`src/rtl/half_vector_to_stream.sv`:
```
// Serialiser: takes a LENGTH-word vector in one handshake and streams it out
// one word per valid/ready transfer, index 0 first, with one pending vector buffered.
module half_vector_to_stream #(
    parameter int BITS   = 16,
    parameter int LENGTH = 10,
    localparam int IW    = (LENGTH > 1) ? $clog2(LENGTH) : 1
) (
    input  logic            clk,
    input  logic            rstn,
    input  logic            in_valid,
    output logic            in_ready,
    input  logic [BITS-1:0] y [LENGTH],
    output logic            out_valid,
    input  logic            out_ready,
    output logic [BITS-1:0] x,
    output logic            out_last,
    output logic [IW-1:0]   out_index
);

    typedef enum logic {IDLE, SEND} state_t;

    localparam logic [IW-1:0] LAST = IW'(LENGTH - 1);

    state_t          state, state_n;
    logic [IW-1:0]   count, count_n;
    logic            pend_full, pend_n;
    logic [BITS-1:0] a_buf [LENGTH];
    logic [BITS-1:0] p_buf [LENGTH];
    logic            load_a_y, load_a_p, load_p;
    logic            accept, xfer, at_last;

    assign accept  = in_valid & ~pend_full;
    assign xfer    = (state == SEND) & out_ready;
    assign at_last = (count == LAST);

    always_comb begin
        state_n  = state;
        count_n  = count;
        pend_n   = pend_full;
        load_a_y = 1'b0;
        load_a_p = 1'b0;
        load_p   = 1'b0;
        case (state)
            IDLE: begin
                if (accept) begin
                    load_a_y = 1'b1;
                    count_n  = '0;
                    state_n  = SEND;
                end
            end
            SEND: begin
                if (xfer && at_last) begin
                    // Refill straight from pending or input so the stream stays gapless.
                    count_n = '0;
                    if (pend_full) begin
                        load_a_p = 1'b1;
                        pend_n   = accept;
                        load_p   = accept;
                    end else if (accept) begin
                        load_a_y = 1'b1;
                    end else begin
                        state_n = IDLE;
                    end
                end else begin
                    if (xfer) count_n = count + 1'b1;
                    if (accept) begin
                        load_p = 1'b1;
                        pend_n = 1'b1;
                    end
                end
            end
            default: state_n = IDLE;
        endcase
    end

    always_ff @(posedge clk) begin
        if (!rstn) begin
            state     <= IDLE;
            count     <= '0;
            pend_full <= 1'b0;
            for (int unsigned i = 0; i < LENGTH; i++) begin
                a_buf[i] <= '0;
                p_buf[i] <= '0;
            end
        end else begin
            state     <= state_n;
            count     <= count_n;
            pend_full <= pend_n;
            for (int unsigned i = 0; i < LENGTH; i++) begin
                if (load_a_y)      a_buf[i] <= y[i];
                else if (load_a_p) a_buf[i] <= p_buf[i];
                if (load_p)        p_buf[i] <= y[i];
            end
        end
    end

    assign in_ready  = ~pend_full;
    assign out_valid = (state == SEND);
    assign x         = out_valid ? a_buf[count] : '0;
    assign out_last  = out_valid & at_last;
    assign out_index = count;

endmodule
```
`config.mk`:
```
export PLATFORM = sky130hd
export DESIGN_NAME = half_vector_to_stream
export DESIGN_NICKNAME = d
export VERILOG_FILES = /design/src/rtl/half_vector_to_stream.sv
export SDC_FILE = /design/constraint.sdc
export NUM_CORES = 1
export LEC_CHECK = 0
export CAP_MARGIN = 20
export CORE_AREA = 2 2 249 251
export DETAILED_ROUTE_END_ITERATION = 6
export DIE_AREA = 0 0 251 253
export GPL_ROUTABILITY_DRIVEN = 0
export MAX_ROUTING_LAYER = met4
export PLACE_DENSITY_LB_ADDON = 0.15
export SETUP_SLACK_MARGIN = 0.3
export SLEW_MARGIN = 20
export SYNTH_ARGS = -nofsm -noshare
export SYNTH_HDL_FRONTEND = slang
export SYNTH_SLANG_ARGS = --single-unit
```
`constraint.sdc`:
```
create_clock -name clk -period 18.07 [get_ports clk]
set_input_delay 2.7105 -clock clk [delete_from_list [all_inputs] [get_ports clk]]
set_output_delay 2.7105 -clock clk [all_outputs]
set_load 0.05 [all_outputs]
```
==> metrics.md, run 1 <==
| Metric | Value |
|---|---|
| Clk buf depth | `3` |
| Filler cells | `6,228` |
| H-tree levels | `2` |
| Num CTS Buffers | `39` |
| Mapped Cells | `979` |
| Post-synth cell types | `34` |
| Power per cell area | `102.5 nW/um^2` |
| Cell area after synthesis | `14,510 um^2` |
| Residual DRC | `0` |
| Filler-free cell count of the finished design | `1,931` |
| Async SR Flop Fraction | `0%` |
| Routed WL | `47,780 um` |
| Synth Register Bits | `330` |
| First-pass GRT wire length | `68,940 um` |
| Relative slew slack | `27.39%` |
| Nets | `1,278` |
| 1st-pass router iterations | `6` |
| Share of cells above drive strength 1 | `6.573%` |
| EDFF count, synth | `320` |
| Worst Path Arrival | `3.94 ns` |
| Crit path kind | `reg2out` |
| Root Driver | `clkbuf_16` |
| Syn nets | `1,145` |
| Area grow syn2layout | `25.47%` |
| Antenna violations before repair | `0` |
| Clk Latency, worst-skew pair | `0.55 ns` |
| Setup TNS | `0 ns` |
| Worst Min Path Start | `p_buf[7][10]` |
| # diodes | `0` |
| Fin Clk Skew | `0.01571 ns` |
| Drt first-iter violations | `735` |
| Die height | `253 um` |
| R2R Path Start | `out_valid` |
| Clk sinks | `330` |
| Worst-Margin Slew | `1.088 ns` |
| Die width | `251 um` |
| Setup crit start kind | `flip-flop` |
| DR vias/cell | `4.901` |
| Peak VDD IR | `0.00004893 V` |
| Fin. Hold Viols | `0` |
| I/O Pins | `187` |
| Post-CTS Setup Inserts | `0` |
| Buffers on Ports | `186` |
| Number of global-route vias before repair | `9,689` |
| Largest net degree at the start of global routing | `97` |
| Cts hold-fix bufs | `0` |
| CTS tree | `built` |
| Core ar. | `61,030 um^2` |
| Power Total | `1.867 mW` |
| Clock Pin Slew Worst Setup and Hold Paths | `0.06 ns` |
| Worst Hold Class | `reg2reg` |
| Row count | `91` |
| P_leak | `6.527 nW` |
| Post-synthesis sequential area ratio | `67.59%` |
| CTS resizes | `0` |
| Unrepaired setup endpoints after global routing | `false` |
| DP Cell Count | `1,860` |
| Tmin final | `6.652 ns` |
| Critical R2R Capture | `p_buf[6][4]` |
| Fin crit share | `36.81%` |
| Worst reg2reg path depth | `4` |
| DIE AREA | `63,500 um^2` |
| Max Cap Violations | `0` |
| DP HPWL | `29,920 um` |
| Hold Crit Depth | `1` |
| Initial Util | `23.78%` |
| Max Clock Freq | `150.3 MHz` |
| Antenna-violating nets left | `0` |
| Grt ovf | `0` |
| Status | `completed` |
| Endpoint class of the critical path | `output port` |
| Max Slew Vio Count | `0` |
| Prevailing post-synth register cell | `edfxtp_1` |
| Syn avg cell area | `14.83 um^2` |
| Crit path max fanout | `52` |
| Routed vias | `9,463` |
| Worst hold endpoint | `a_buf[7][10]` |
| Tot GR Track Use | `15.16%` |
| Critical Path RT | `15.36 ns` |
| Routed WL per cell | `24.74 um` |
| Worst R2R Setup Slack | `14.32 ns` |
| Final setup fails | `0` |
| Yosys warns | `0` |
## flip-flops by register name, indices dropped and copies added, names as in the netlist, named ones only
| name | count |
|---|---|
| out_index | 4 |
| p_buf | 160 |
| pend_full | 1 |
| a_buf | 160 |
| out_valid | 1 |
## report_power, final
group	leakage, nW	switching [mW]	internal (mW)
Sequential	3.49	0.0222	0.911
Combinational	2.49	0.128	0.0741
Clock	0.551	0.314	0.417
## worst max-delay path by stage
stage	startpoint	endpoint	slack [ns]	cells past startpoint
detailed placement	rstn	a_buf[7][9]	11.41	6
global route	flip-flop	x[7]	11.25	6
CTS	flip-flop	x[13]	11.33	6
floorplan	out_ready	p_buf[0][0]	2.66	5
global placement	rstn	a_buf[7][10]	11.50	6
finish	flip-flop	x[13]	11.42	6
## cells in the mapped netlist (all sizes together), types with 3 or more instances
| cell | instances | share of area, % |
|---|---|---|
| buf | 33 | 1.7 |
| nand2 | 38 | 0.98 |
| clkbuf | 77 | 2.0 |
| and3 | 162 | 7.0 |
| a22oi | 32 | 1.7 |
| a21oi | 19 | 0.66 |
| edfxtp | 320 | 66 |
| inv | 3 | 0.078 |
| mux2i | 80 | 5.5 |
| nor2 | 22 | 0.57 |
| a32o | 160 | 11 |
| dfxtp | 10 | 1.4 |
## routing by layer
metal | wire length (um) | vias up | track usage [%] | part of all wire (%)
met5 | 0 | - | - | 0
met4 | 811 | 0 | 3.810 | 1.7
met3 | 2009 | 51 | 2.385 | 4.2
met2 | 22110 | 258 | 23.28 | 46
met1 | 22850 | 4864 | 20.92 | 48
li1 | - | 4290 | - | -
## per-stage QoR
stage          instance area [um^2]  utilization (%)  setup WS (ns)  hold WS (ns)
3_5_place_dp                  17030            27.91          11.41        0.5236
4_1_cts                       18180            29.78          11.33        0.5334
6_report                      18210            29.84          11.42        0.5261
2_1_floorplan                 14510                -          2.657        0.4991
5_1_grt                       18210            29.84          11.25        0.5466
3_3_place_gp                  16970            27.81          11.50        0.5153
## worst max-delay path: stages, from the launching register on
cell and delay, ns:
dfxtp_4 0.50, buf_4 0.77, mux2i_1 0.31, a22oi_1 0.35
a21oi_1 0.11, nor2_1 0.33, clkdlybuf4s50_1 0.88
## cell type report
cell class                      count  area [um^2]  area share, %
Tap cell                          790        988.4          5.428
Clock inverter                     10        46.29         0.2542
Clock buffer                       60         1097          6.026
Multi-Input combinational cell    536         4205          23.09
Sequential cell                   330         9816          53.90
Inverter                            3        11.26        0.06184
Timing Repair Buffer              202         2046          11.23
## cells in the final DEF, fill, tap and decap left out, types with 2 or more instances in the layout
cell             count
a21oi_1             19
a22oi_1             32
a32o_1             160
and2_1               2
and3_1             160
and3_4               2
buf_16               3
buf_4               12
clkbuf_1            19
clkbuf_16           41
clkdlybuf4s50_1    186
clkinv_1             5
clkinv_2             4
dfxtp_1              7
dfxtp_2              2
edfxtp_1           320
ha_1                 2
inv_1                3
mux2i_1             80
nand2_1             37
nor2_1              20
nor2b_2              2
nor3_1               2
## cell families (layout without fill, tap and decap cells)
| logic type | after synthesis | count (layout) | synth area share, % |
|---|---|---|---|
| simple gates | 232 | 232 | 9.000 |
| flops | 330 | 330 | 67.59 |
| mux | 80 | 80 | 5.517 |
| buf+inv | 113 | 275 | 3.802 |
| fa+ha+maj | 2 | 2 | 0.1724 |
| compound gates | 222 | 222 | 13.92 |
(Power assumes the default switching activity.)
==> run 2, diff against run 1 <==
clock period = 5.53 ns   (was 18.07 ns; I/O delays follow)
==> run 2 against run 1 <==
Net effect:
- sequential power grew to 3.3 times the previous value
- critical path type unchanged
- routed wire length grew 3.9%
- flip-flop and latch count is the same
- via count grew 0.98%
- design area grew 1.1%
- combinational power grew to 3.3 times the previous value
- largest power group unchanged
- cell count grew 0.36%
- global-route usage grew 0.69 points
- hold slack gained 0.0025 ns
- critical path depth is the same
- clock skew grew 0.0018 ns
==> metrics.md, run 2 (synthesized netlist as in run 1, its figures left out) <==
| Metric | Value |
|---|---|
| Status | `completed` |
| DR vias/cell | `4.931` |
| Routed WL | `49,660 um` |
| Comb power frac | `10.6%` |
| Setup Slack @ Placement | `1.898 ns` |
| Hold Crit Depth | `1` |
| Hold Slack | `0.5286 ns` |
| Max Clock Freq | `236.6 MHz` |
| Area grow syn2layout | `26.85%` |
| DP Cell Count | `1,862` |
| Routed WL per cell | `25.62 um` |
| Post-CTS Setup Inserts | `0` |
| Worst hold endpoint | `a_buf[3][12]` |
| P_leak | `6.623 nW` |
| Final WS setup | `1.303 ns` |
| R2R Path Start | `out_index[0]` |
| Setup TNS | `0 ns` |
| Wire length on met1 | `23,430 um` |
| Num CTS Buffers | `40` |
| Grt ovf | `0` |
| Clk sinks | `330` |
| CTS tree | `built` |
| H-tree levels | `2` |
| Final setup fails | `0` |
| Clk buf depth | `3` |
| 1st-pass router iterations | `4` |
| Endpoint class of the critical path | `output port` |
| Reg power frac | `48.2%` |
| Fin crit share | `76.44%` |
| CTS resizes | `0` |
| Fin Clk Skew | `0.01753 ns` |
| Most frequent cells in the layout | `320 x edfxtp_1, 186 x clkdlybuf4s50_1, 160 x a32o_1, 160 x and3_1, 80 x mux2i_1` |
| Net switching power | `1.580 mW` |
| Filler cells | `6,157` |
| DP HPWL | `31,110 um` |
| Cts hold-fix bufs | `0` |
| Unrepaired setup endpoints after global routing | `false` |
| Largest net degree at the start of global routing | `209` |
| Drt first-iter violations | `756` |
| Clk Latency, worst-skew pair | `0.56 ns` |
| Fin. Hold Viols | `0` |
| Core ar. | `61,030 um^2` |
| Share of cells above drive strength 1 | `7.323%` |
| Row count | `91` |
| Clock Pin Slew Worst Setup and Hold Paths | `0.06 ns` |
| Setup crit start kind | `flip-flop` |
| Number of global-route vias before repair | `9,712` |
| Worst reg2reg path depth | `6` |
| Relative slew slack | `38.89%` |
| Critical Path RT | `4.70 ns` |
| First-pass GRT wire length | `71,190 um` |
| Worst Path Arrival | `3.40 ns` |
| Antenna violations before repair | `3` |
| Filler-free cell count of the finished design | `1,938` |
| Met3 WL | `2649 um` |
| Worst Min Path Start | `p_buf[3][12]` |
| Worst R2R Setup Slack | `2.64 ns` |
| Die height | `253 um` |
| Internal | `4.749 mW` |
| I/O Pins | `187` |
| Peak VDD IR | `0.0001720 V` |
| Clk pwr share | `41.2%` |
| Die width | `251 um` |
| Residual DRC | `0` |
| Routed vias | `9,556` |
| Worst-Margin Slew | `0.9153 ns` |
| Max Slew Vio Count | `0` |
| Met2 wire len | `22,460 um` |
| Max Cap Violations | `0` |
| DIE AREA | `63,500 um^2` |
| Antenna-violating nets left | `0` |
| Worst Hold Class | `reg2reg` |
| Buffers on Ports | `186` |
| Switching share of power | `24.96%` |
| Nets | `1,281` |
| Tot GR Track Use | `15.85%` |
| Crit path kind | `reg2out` |
| Tmin final | `4.227 ns` |
| Root Driver | `clkbuf_16` |
| Initial Util | `23.78%` |
| Top layer reached by signal wires | `met4` |
| Power per cell area | `343.8 nW/um^2` |
| Commonest non-fill, non-tap cell in the layout | `edfxtp_1` |
| Crit path max fanout | `58` |
| Critical R2R Capture | `a_buf[7][14]` |
## run 2: changes by cell type in the layout (fill, tap and decap cells not counted), sizes merged
cell,previous run,this run
diode,0,1
buf,16,18
inv,3,5
bufinv,0,2
clkbuf,60,58
clkinv,9,11
## run 2: final cells by class
type | count | area [um^2] | area share, %
tap | 790 | 988.4 | 5.369
inverter | 3 | 11.26 | 0.06116
antenna | 1 | 2.502 | 0.01359
clock buffer | 58 | 1140 | 6.191
clock inverter | 16 | 133.9 | 0.7271
sequential | 330 | 9813 | 53.30
timing repair buffer | 204 | 2122 | 11.53
multi-input combinational | 536 | 4200 | 22.81
## run 2: worst max-delay path, cell delays in order (launching register included)
cell,delay [ns]
dfxtp_4,0.43
buf_12,0.41
mux2i_1,0.74
a22oi_1,0.19
a21oi_1,0.22
nor2_1,0.10
clkdlybuf4s50_1,0.71
## run 2: power by group through the flow
stage	Sequential (mW)	Combinational (mW)	Clock, mW
after floorplan	3.09	0.322	0
after global placement	3.10	0.685	0
after detailed placement	3.10	0.680	0
after CTS	3.05	0.684	2.68
after global routing	3.07	0.722	2.77
final	3.05	0.673	2.61
## run 2: routing by layer
metal | GRT usage, % | vias to the layer above
met1 | 21.67 | 4937
met3 | 3.618 | 56
li1 | - | 4301
met2 | 23.57 | 262
met4 | 4.337 | 0
met5 | - | -
## run 2: worst max-delay path by stage
| stage | start | end | cells past startpoint |
|---|---|---|---|
| after detailed placement | flip-flop | x[4] | 6 |
| after floorplan | out_index[1] | a_buf[0][0] | 7 |
| final | flip-flop | x[5] | 6 |
| after CTS | flip-flop | x[4] | 6 |
| after global placement | flip-flop | x[2] | 6 |
| after global routing | flip-flop | x[5] | 6 |
## run 2: metrics by stage
stage / area (um^2) / util [%] / total power [mW]
after CTS: 18400 / 30.15 / 6.417
after floorplan: 14530 / - / 3.411
final: 18410 / 30.17 / 6.329
after global routing: 18410 / 30.17 / 6.564
after global placement: 17130 / 28.06 / 3.787
after detailed placement: 17130 / 28.06 / 3.781
==> run 3, diff against run 2 <==
clock period = 3.8 ns   (was 5.53 ns; I/O delays follow)
==> run 3 against run 2 <==
Net effect:
- sequential power increased by 45%
- clock power up 38%
- largest power group unchanged
- clock-buffer cell count decreased by 4
- critical endpoint is now x[14]
- global-route usage decreased by 0.87 points
- register-to-register slack worse by 1.5 ns
- first-iteration DRC count increased by 13%
- design area about the same
- utilization barely moved
- sequential share of layout area about the same
- hold slack better by 0.0050 ns
==> metrics.md, run 3 (synthesized netlist as in run 1, its figures left out) <==
| Metric | Value |
|---|---|
| Status | `completed` |
| CTS tree | `built` |
| Fin crit share | `86.86%` |
| Setup crit start kind | `flip-flop` |
| Buffers on Ports | `186` |
| Routed WL | `46,650 um` |
| Final WS setup | `0.4993 ns` |
| Max Clock Freq | `303.0 MHz` |
| Tot GR Track Use | `14.98%` |
| Cts hold-fix bufs | `0` |
| Final setup fails | `0` |
| Clk buf depth | `3` |
| DIE AREA | `63,500 um^2` |
| Worst Hold Class | `reg2reg` |
| # diodes | `0` |
| Met3 WL | `2078 um` |
| Residual DRC | `0` |
| Clk Latency, worst-skew pair | `0.56 ns` |
| Critical Path RT | `3.23 ns` |
| Internal | `6.806 mW` |
| Number of global-route vias before repair | `9,859` |
| Most frequent cells in the layout | `320 x edfxtp_1, 170 x clkdlybuf4s50_1, 160 x a32o_1, 160 x and3_1, 80 x mux2i_1` |
| Endpoint class of the critical path | `output port` |
| Peak VDD IR | `0.0002646 V` |
| Nets | `1,290` |
| Drt first-iter violations | `858` |
| First-pass GRT wire length | `68,230 um` |
| Antenna-violating nets left | `0` |
| Largest net degree at the start of global routing | `161` |
| Grt ovf | `0` |
| Clk sinks | `330` |
| Relative slew slack | `32.18%` |
| Setup Slack @ Placement | `0.8760 ns` |
| DR vias/cell | `4.899` |
| Commonest non-fill, non-tap cell in the layout | `edfxtp_1` |
| Power per cell area | `490.0 nW/um^2` |
| Clock Pin Slew Worst Setup and Hold Paths | `0.06 ns` |
| Core ar. | `61,030 um^2` |
| Crit path kind | `reg2out` |
| Die height | `253 um` |
| Tmin final | `3.301 ns` |
| Max Slew Vio Count | `0` |
| Num CTS Buffers | `40` |
| Fin Clk Skew | `0.02249 ns` |
| Top layer reached by signal wires | `met4` |
| Die width | `251 um` |
| I/O Pins | `187` |
| Net switching power | `2.218 mW` |
| P_leak | `6.662 nW` |
| Antenna violations before repair | `0` |
| Met2 wire len | `21,930 um` |
| Placed Area | `17,220 um^2` |
| Crit path max fanout | `29` |
| H-tree levels | `2` |
| Design Area, Final | `18,420 um^2` |
| Share of cells above drive strength 1 | `9.217%` |
| Max Cap Violations | `0` |
| Area grow syn2layout | `26.88%` |
| Routed vias | `9,505` |
| Unrepaired setup endpoints after global routing | `false` |
| Initial Util | `23.78%` |
| Worst-Margin Slew | `1.017 ns` |
| 1st-pass router iterations | `5` |
| Worst Path Arrival | `2.73 ns` |
| DP HPWL | `29,570 um` |
| Reg power frac | `49.1%` |
| Routed WL per cell | `24.05 um` |
| Hold Slack | `0.5335 ns` |
| Post-CTS Setup Inserts | `0` |
| CTS resizes | `0` |
| Comb power frac | `10.9%` |
| Switching share of power | `24.58%` |
| Wire length on met1 | `21,820 um` |
| Clk pwr share | `40.0%` |
| Worst R2R Setup Slack | `1.11 ns` |
| Root Driver | `clkbuf_16` |
| Row count | `91` |
| Fin. Hold Viols | `0` |
## run 3: worst max-delay path: stages, from the launching register on
cell and delay, ns:
dfxtp_4 0.57, buf_12 0.28, mux2i_1 0.17, a22oi_1 0.33
a21oi_1 0.13, nor2_1 0.34, buf_4 0.28
## run 3: area by class of cell
class	instances	area (um^2)
fill	6160	42610
sequential	330	9819
multi-input combinational	536	4212
timing repair buffer	213	2187
clock buffer	54	1075
tap	790	988.4
clock inverter	14	122.6
inverter	3	11.26
## run 3: path summary, 6_finish.rpt
path,from,to,cells past startpoint
worst max-delay path,flip-flop,x[14],6
worst max register to register,out_index[1],p_buf[5][5],6
worst min register to register,p_buf[3][3],a_buf[3][3],1
worst min-delay path,p_buf[3][3],a_buf[3][3],1
## run 3: power by group through the flow
stage	logic, mW	clock network (mW)	registers (mW)
2_1_floorplan	0.471	0	4.49
3_3_place_gp	0.993	0	4.51
3_5_place_dp	0.996	0	4.51
4_1_cts	1.00	3.73	4.43
5_1_grt	1.06	3.86	4.46
6_report	0.985	3.61	4.43
## run 3: routing by layer
metal  track usage [%]  vias up
met5                 -        -
met4             3.418        0
met3             2.704       51
met2             23.40      250
met1             20.27     4894
li1                  -     4310
## run 3: through the flow
step	setup TNS [ns]	utilization [%]	std cells	power (mW)
2_1_floorplan	-113.48	-	979	4.957
3_3_place_gp	0	28.21	1872	5.502
3_5_place_dp	0	28.21	1872	5.502
4_1_cts	0	30.17	1940	9.164
5_1_grt	0	30.17	1940	9.379
6_report	0	30.17	1940	9.024
